[src/rtl/rand_range_mapper_pkg.sv]
// Shared game constants: LFSR word width, FSM encoding and per-use output ranges.
package rand_range_mapper_pkg;

  typedef enum logic [1:0] {
    IDLE       = 2'd0,
    WAIT_FRESH = 2'd1,
    REDUCE     = 2'd2,
    DONE       = 2'd3
  } state_t;

  localparam int GAME_RND_W   = 13;
  localparam int LANE_RANGE   = 4;
  localparam int COLUMN_RANGE = 40;
  localparam int ITEM_RANGE   = 12;

  // The remainder must fit OUT_W bits and the modulus must be reachable by the LFSR.
  function automatic bit range_legal(input int range, input int out_w, input int rnd_w);
    return (range >= 2) && (range <= (1 << out_w)) && (range <= (1 << rnd_w) - 1);
  endfunction

endpackage

[src/rtl/rand_range_mapper_mod_step.sv]
// One restoring shift-subtract step: shifts a bit into the remainder and reduces it by RANGE.
module rand_range_mapper_mod_step #(
  parameter int RANGE = 40,
  parameter int OUT_W = 6
) (
  input  logic [OUT_W-1:0] rem_i,
  input  logic             bit_i,
  output logic [OUT_W-1:0] rem_o
);

  localparam logic [OUT_W:0] RANGE_V = (OUT_W+1)'(RANGE);

  logic [OUT_W:0] t;
  logic [OUT_W:0] sel;
  logic           unused_sel_msb;

  // rem_i < RANGE keeps t < 2*RANGE, so one conditional subtract restores the invariant.
  always_comb begin
    t   = {rem_i, bit_i};
    sel = (t >= RANGE_V) ? (t - RANGE_V) : t;
  end

  assign rem_o          = sel[OUT_W-1:0];
  assign unused_sel_msb = sel[OUT_W];

endmodule

[src/rtl/rand_range_mapper.sv]
// Waits for an unused LFSR word, reduces it modulo RANGE one bit per clock, and offers it via valid/ack.
module rand_range_mapper
  import rand_range_mapper_pkg::*;
#(
  parameter int RND_W = GAME_RND_W,
  parameter int RANGE = COLUMN_RANGE,
  parameter int OUT_W = 6
) (
  input  logic             clock,
  input  logic             reset,
  input  logic [RND_W-1:0] rnd_in,
  input  logic             req,
  input  logic             ack,
  output logic             busy,
  output logic             valid,
  output logic [OUT_W-1:0] value_out,
  output logic [1:0]       dbg_state
);

  localparam int CNT_W = $clog2(RND_W);
  localparam logic [CNT_W-1:0] LAST_BIT = CNT_W'(RND_W - 1);

  if (!range_legal(RANGE, OUT_W, RND_W)) begin : g_illegal_params
    $error("rand_range_mapper: illegal RANGE/OUT_W/RND_W combination");
  end

  state_t           state_q;
  logic [RND_W-1:0] shift_q;
  logic [RND_W-1:0] last_q;
  logic [OUT_W-1:0] rem_q;
  logic [OUT_W-1:0] rem_d;
  logic [CNT_W-1:0] cnt_q;
  logic [OUT_W-1:0] value_q;
  logic             busy_q;
  logic             valid_q;
  logic             fresh;

  assign fresh = (rnd_in != '0) && (rnd_in != last_q);

  rand_range_mapper_mod_step #(
    .RANGE (RANGE),
    .OUT_W (OUT_W)
  ) u_mod_step (
    .rem_i (rem_q),
    .bit_i (shift_q[RND_W-1]),
    .rem_o (rem_d)
  );

  // Handshake: req is a one-cycle strobe seen only in IDLE; valid stays high with
  // value_out stable until the cycle ack is sampled high, and ack is ignored otherwise.
  always_ff @(posedge clock or posedge reset) begin
    if (reset) begin
      state_q <= IDLE;
      shift_q <= '0;
      last_q  <= '0;
      rem_q   <= '0;
      cnt_q   <= '0;
      value_q <= '0;
      busy_q  <= 1'b0;
      valid_q <= 1'b0;
    end else begin
      case (state_q)
        IDLE: begin
          if (req) begin
            state_q <= WAIT_FRESH;
            busy_q  <= 1'b1;
          end
        end
        WAIT_FRESH: begin
          if (fresh) begin
            shift_q <= rnd_in;
            last_q  <= rnd_in;
            rem_q   <= '0;
            cnt_q   <= LAST_BIT;
            state_q <= REDUCE;
          end
        end
        REDUCE: begin
          rem_q   <= rem_d;
          shift_q <= {shift_q[RND_W-2:0], 1'b0};
          if (cnt_q == '0) begin
            value_q <= rem_d;
            busy_q  <= 1'b0;
            valid_q <= 1'b1;
            state_q <= DONE;
          end else begin
            cnt_q <= cnt_q - 1'b1;
          end
        end
        DONE: begin
          if (ack) begin
            valid_q <= 1'b0;
            state_q <= IDLE;
          end
        end
        default: state_q <= IDLE;
      endcase
    end
  end

  assign busy      = busy_q;
  assign valid     = valid_q;
  assign value_out = value_q;
  assign dbg_state = state_q;

endmodule

[config.mk]
export PLATFORM = sky130hd
export DESIGN_NAME = rand_range_mapper
export DESIGN_NICKNAME = d
export VERILOG_FILES = /design/src/rtl/rand_range_mapper_pkg.sv /design/src/rtl/rand_range_mapper_mod_step.sv /design/src/rtl/rand_range_mapper.sv
export SDC_FILE = /design/constraint.sdc
export NUM_CORES = 1
export LEC_CHECK = 0
export BUFFER_PORTS_ARGS = -buffer_cell sky130_fd_sc_hd__buf_4
export CAP_MARGIN = 15
export CORE_ASPECT_RATIO = 1.5
export CORE_MARGIN = 2
export CORE_UTILIZATION = 54
export DETAILED_ROUTE_END_ITERATION = 16
export PLACE_DENSITY = 0.74
export SLEW_MARGIN = 10
export SYNTH_ARGS = -nofsm -noshare
export SYNTH_HDL_FRONTEND = slang
export SYNTH_HIERARCHICAL = 1
export SYNTH_SLANG_ARGS = --single-unit
[constraint.sdc]
create_clock -name clock -period 3.91 [get_ports clock]
set_input_delay 0.5865 -clock clock [delete_from_list [all_inputs] [get_ports clock]]
set_output_delay 0.5865 -clock clock [all_outputs]
set_load 0.03 [all_outputs]
== Word level (Yosys, flattened, before mapping) ==
Index checks and enable logic that the tools add are counted.
Widths: inputs -> output; s select.
Cells by class
  add/sub/neg operators: 2
  magnitude comparators: 1
  equal/unequal tests: 9
  muxes and demuxes: 19
  reductions and logical operators: 14
Operators with widths (number)
  $pmux 13 s2: 1
  $mux 13: 1
  $ne 13x13->1: 1
  $reduce_bool 13->1: 1
  $mux 6: 2
  $pmux 6 s2: 1
  $ne 2x2->1 const B: 5
  $reduce_and 3->1: 3
  $mux 2: 4
  $mux 4: 2
  $pmux 2 s4: 1
  $pmux 4 s2: 1
  $ge 7x6->1 const B: 1
  $reduce_and 2->1: 3
  $reduce_bool 2->1: 3
  $sub 6x6->6 const B: 1
  $eq 2x2->1 const B: 2
  $logic_not 4->1: 1
  $mux 1: 4
  $pmux 1 s2: 2
  $reduce_and 4->1: 1
  $sub 4x1->4 const B: 1
  $eq 2x1->1 const B: 1
  $logic_not 2->1: 1
  $logic_and 1x1->1: 1
Word-level totals
  register bits after elaboration: 46
  output and inout port bits: 10
  word-level logic and storage cells: 53

== Logic depth before layout (Yosys ltp) ==
  word-level depth: 4
  depth in mapped cells: 7
  depth with buffers taken out: 6

== Hierarchy ==
Netlist, hierarchy kept.
Modules (own cells, without submodules)
  rand_range_mapper: instances 1, cells an instance 173, area each 2303.5 µm², seq. area each 1151.1 µm²
  rand_range_mapper_mod_step: instances 1, cells an instance 16, area each 130.1 µm², seq. area each 0.0 µm²

== Worst setup path before layout ==
Ideal clock, no wire load.
  path kind: register -> register
  start: reg state_q[1], in the netlist dbg_state[1]
  end: reg shift_q[12]
  data arrival time: 1.869 ns
  required time: 3.785 ns
  setup slack: 1.916 ns
  cell stages (with the launch flop): 8
  cells stage by stage: dfrtp_1 -> inv_1 -> ha_1 -> nor3b_1 -> nand4_1 -> o211a_2 -> buf_6 -> mux2_4
On the way
  word-level cells in the longest chain between the ends: 3
  elaborated cells between the ends (all ways): 6
  those cells by class: eq/ne (3); mux (1); reduce/logical (2)
RTL lines
  from (decl): line rand_range_mapper.sv:27  | state_t state_q;
  from (signal assigned): line rand_range_mapper.sv:53  | state_q <= IDLE;
  from (signal assigned): line rand_range_mapper.sv:65  | state_q <= WAIT_FRESH;
  from (signal assigned): line rand_range_mapper.sv:75  | state_q <= REDUCE;
  $eq 2x1->1 or $eq 2x2->1 (tied branches): line rand_range_mapper.sv:62  | case (state_q)
  $ne 2x2->1 (no line) or $reduce_bool 2->1 (tied branches)
  $reduce_and 2->1 (no line)
  to (signal assigned): line rand_range_mapper.sv:71  | shift_q <= rnd_in;
  to (signal assigned): line rand_range_mapper.sv:80  | shift_q <= {shift_q[RND_W-2:0], 1'b0};
  to (decl): line rand_range_mapper.sv:28  | logic [RND_W-1:0] shift_q;
Several ways; a longest one is shown, not always the timed one.
A chain may end at the register's enable or synchronous reset.

== Final worst setup path ==
  start: reg state_q[0], in the netlist dbg_state[0]
  end: reg cnt_q[3]
On the way
  word-level cells in the longest chain between the ends: 3
  elaborated cells between the ends (all ways): 7
  those cells by class: eq/ne (4); mux (1); reduce/logical (2)
RTL lines
  $eq 2x2->1 or $eq 2x1->1 (tied branches): line rand_range_mapper.sv:62
  $ne 2x2->1 (no line) or $reduce_bool 2->1 (tied branches)
  $reduce_and 3->1 (no line)
  to (signal assigned): line rand_range_mapper.sv:87  | cnt_q <= cnt_q - 1'b1;
  to (decl): line rand_range_mapper.sv:32  | logic [CNT_W-1:0] cnt_q;
Several ways; a longest one is shown, not always the timed one.

==> results.yml <==
finish:
  drive_gt1_frac: 0.4055
  nNetsFinal: 241
  mostFrequentLayoutCells: "46 x dfrtp_1, 36 x mux2_2, 28 x buf_4"
  fin_util: 0.6452
  antennaDiodeCount: 0
  layout_commonest_cell: "dfrtp_1"
  area_growth_pct: 13.52
  stdcell_count: 263
  design_area_mm2: 0.002763
setup_path:
  r2r_cells: 7
  critPathKind: "reg2reg"
  worst_setup_path_start_kind: "register"
  critPathMaxFanout: 14
  cp_data_arrival_time_ns: 2.73
  end_kind: "register"
  cp.required_ns: 4.10
  rrSetupSlack_ns: 1.37
synth:
  ys_warn_count: 6
  synth_area_mm2: 0.002434
  synth_compound_area_frac: 0.06581
  synth_edf_count: 0
  synth_top_family_by_area: "multiplexers"
  yosysSeqAreaShare: 0.4730
  synth.area.mux_share: 0.2406
  synth_simple_gate_area_share: 0.08997
  syn_inst: 189
  syn_area_per_cell_um2: 12.88
  synthDistinctLibCells: 37
  synthFlopType: "dfrtp_1"
  synth-async-reset-ratio: 1.000
  synthAdderAreaFrac: 0.04113
  synth-xor-area-share: 0.05398
  synth-seq-cells: 46
  syn_nets: 214
clocking:
  htreeDepth: 2
  cts_resized: 0
  clk_pin_slew_ns: 0.09
  clock-sinks: 46
  cts_tree: "yes"
  hold_buffers: 0
  insertion_delay_ns: 0.30
  cts_made_buffers: 5
  post_cts_buffers: 0
  clock_path_buffers: 2
  cts-root-buf: "clkbuf_8"
timing:
  rsz0062_at_grt: "false"
  skew_ns: 0.004858
  holdWs_ns: 0.4156
  worst_pin_slew_ns: 0.7290
  layout_min_cycle_time_ns: 2.541
  hold_viol: 0
  setup_ws_ns: 1.369
  max_freq_ghz: 0.3936
  slew_headroom: 0.5119
  finalSetupViolations: 0
  finalMaxSlewViolations: 0
  fin_crit_sh: 0.6498
  timing.setup.tns_ns: 0
power_and_ir_drop:
  switching_share: 0.3661
  cellInternalPower_mw: 1.513
  seq_power_share: 0.365
  power_density_mw_per_mm2: 863.6
  combPwrFrac: 0.485
  clkPwrFrac: 0.150
  power_mw: 2.386
  power_switching_uw: 873.4
  ir_drop_v: 0.0003763
  p_leak_nw: 1.243
placed_design:
  dp_hpwl_um: 3453
  io_buffer_count: 26
  place_congestion: 0.8255
  pre_cts_ws_ns: 1.366
  dp.cells: 255
  dpl_cell_area_mm2: 0.002649
global_routing:
  antenna_found_initial: 0
  overflow: 0
  grt_max_degree: 47
  grt_usage: 0.2017
  grt_pass1_wl_um: 7900
  grt_pass1_vias: 1713
run_status:
  failed_checks: "design-rule violations"
  status: "finished with violations"
drt:
  drtIter0Drc: 104
  vias: 1552
  vias_per_cell: 5.901
  first_pass_iters: 10
  routedWlPerCell_um: 17.26
  drcViolationCount: 2
  ant_nets: 0
  routed_wl_um: 4539
floorplan:
  io_pins: 27
  start_util: 0.5684
  core-area_mm2: 0.004282
  fp-row-count: 29
  die_height_um: 86.22
  fp.dieW_um: 58.81
  design.die.area_mm2: 0.005071
flow_run:
  maxCapViolations: 0
hold_path:
  hp-class: "in2async"
registers in the layout (all words and copies together), names as in the netlist:
register / cells
busy: 1
valid: 1
cnt_q: 4
shift_q: 13
dbg_state: 2
value_out: 6
rem_q: 6
last_q: 13
worst paths after layout:
path                              startpoint          end
worst max register to register  dbg_state[0]     cnt_q[3]
worst min-delay path                   reset   last_q[12]
worst max-delay path            dbg_state[0]     cnt_q[3]
worst min register to register   shift_q[11]  shift_q[11]
max in group asynchronous              reset   shift_q[1]
min in group clock               shift_q[11]  shift_q[11]
synth_stat cells (all sizes together) (2+ instances only):
cell type   n  area share
nor2        5      0.0087
nor4        4       0.015
nand4       2      0.0051
mux2       46        0.23
dfrtp      46        0.47
ha          8       0.041
clkbuf      3      0.0046
nand2b      2      0.0051
and3        2      0.0051
xnor2       2      0.0072
nor3        3      0.0062
mux2i       3       0.012
nor2b       2      0.0051
nand2       8       0.012
o21ai       4      0.0082
o2bb2ai     2      0.0072
buf         5       0.017
xor2       13       0.047
inv         9       0.014
a22o        7       0.025
worst max-delay path: stages, from the launching register on:
cell,delay (ns)
dfrtp_1,0.44
inv_1,0.15
ha_1,0.43
buf_4,0.29
inv_1,0.10
nor2_2,0.34
nand4b_1,0.31
mux2_2,0.37
per-layer routing:
| metal | global-route usage | up-vias | routed length (µm) |
|---|---|---|---|
| li1 | - | 723 | - |
| met2 | 0.3475 | 36 | 2487 |
| met1 | 0.2463 | 786 | 1822 |
| met5 | 0 | - | 0 |
| met4 | 0.07231 | 0 | 61 |
| met3 | 0.04030 | 7 | 168 |
power by group through the flow:
stage	logic [mW]	clock network (mW)	registers (mW)
finish	1.16	0.358	0.872
global route	1.26	0.388	0.901
CTS	1.17	0.365	0.872
detailed placement	1.17	0	0.880
global placement	1.10	0	0.859
floorplan	0.887	0	0.909
logic make-up (layout without fill, tap and decap cells):
family	count (synthesis)	in the layout
mux	49	49
xor+xnor	15	15
simple gates	34	34
buf+inv	17	45
flops	46	46
fa+ha+maj	8	8
compound gates	20	20
area by class of cell:
| cell class | count | area [µm²] |
|---|---|---|
| clock buffer | 5 | 68.82 |
| clock inverter | 3 | 45.04 |
| fill | 336 | 1519 |
| inverter | 9 | 33.78 |
| multi-input combinational | 126 | 1196 |
| sequential | 46 | 1151 |
| tap | 46 | 57.56 |
| timing repair buffer | 28 | 210.2 |
Note: power is estimated with default switching activity, not from simulation.
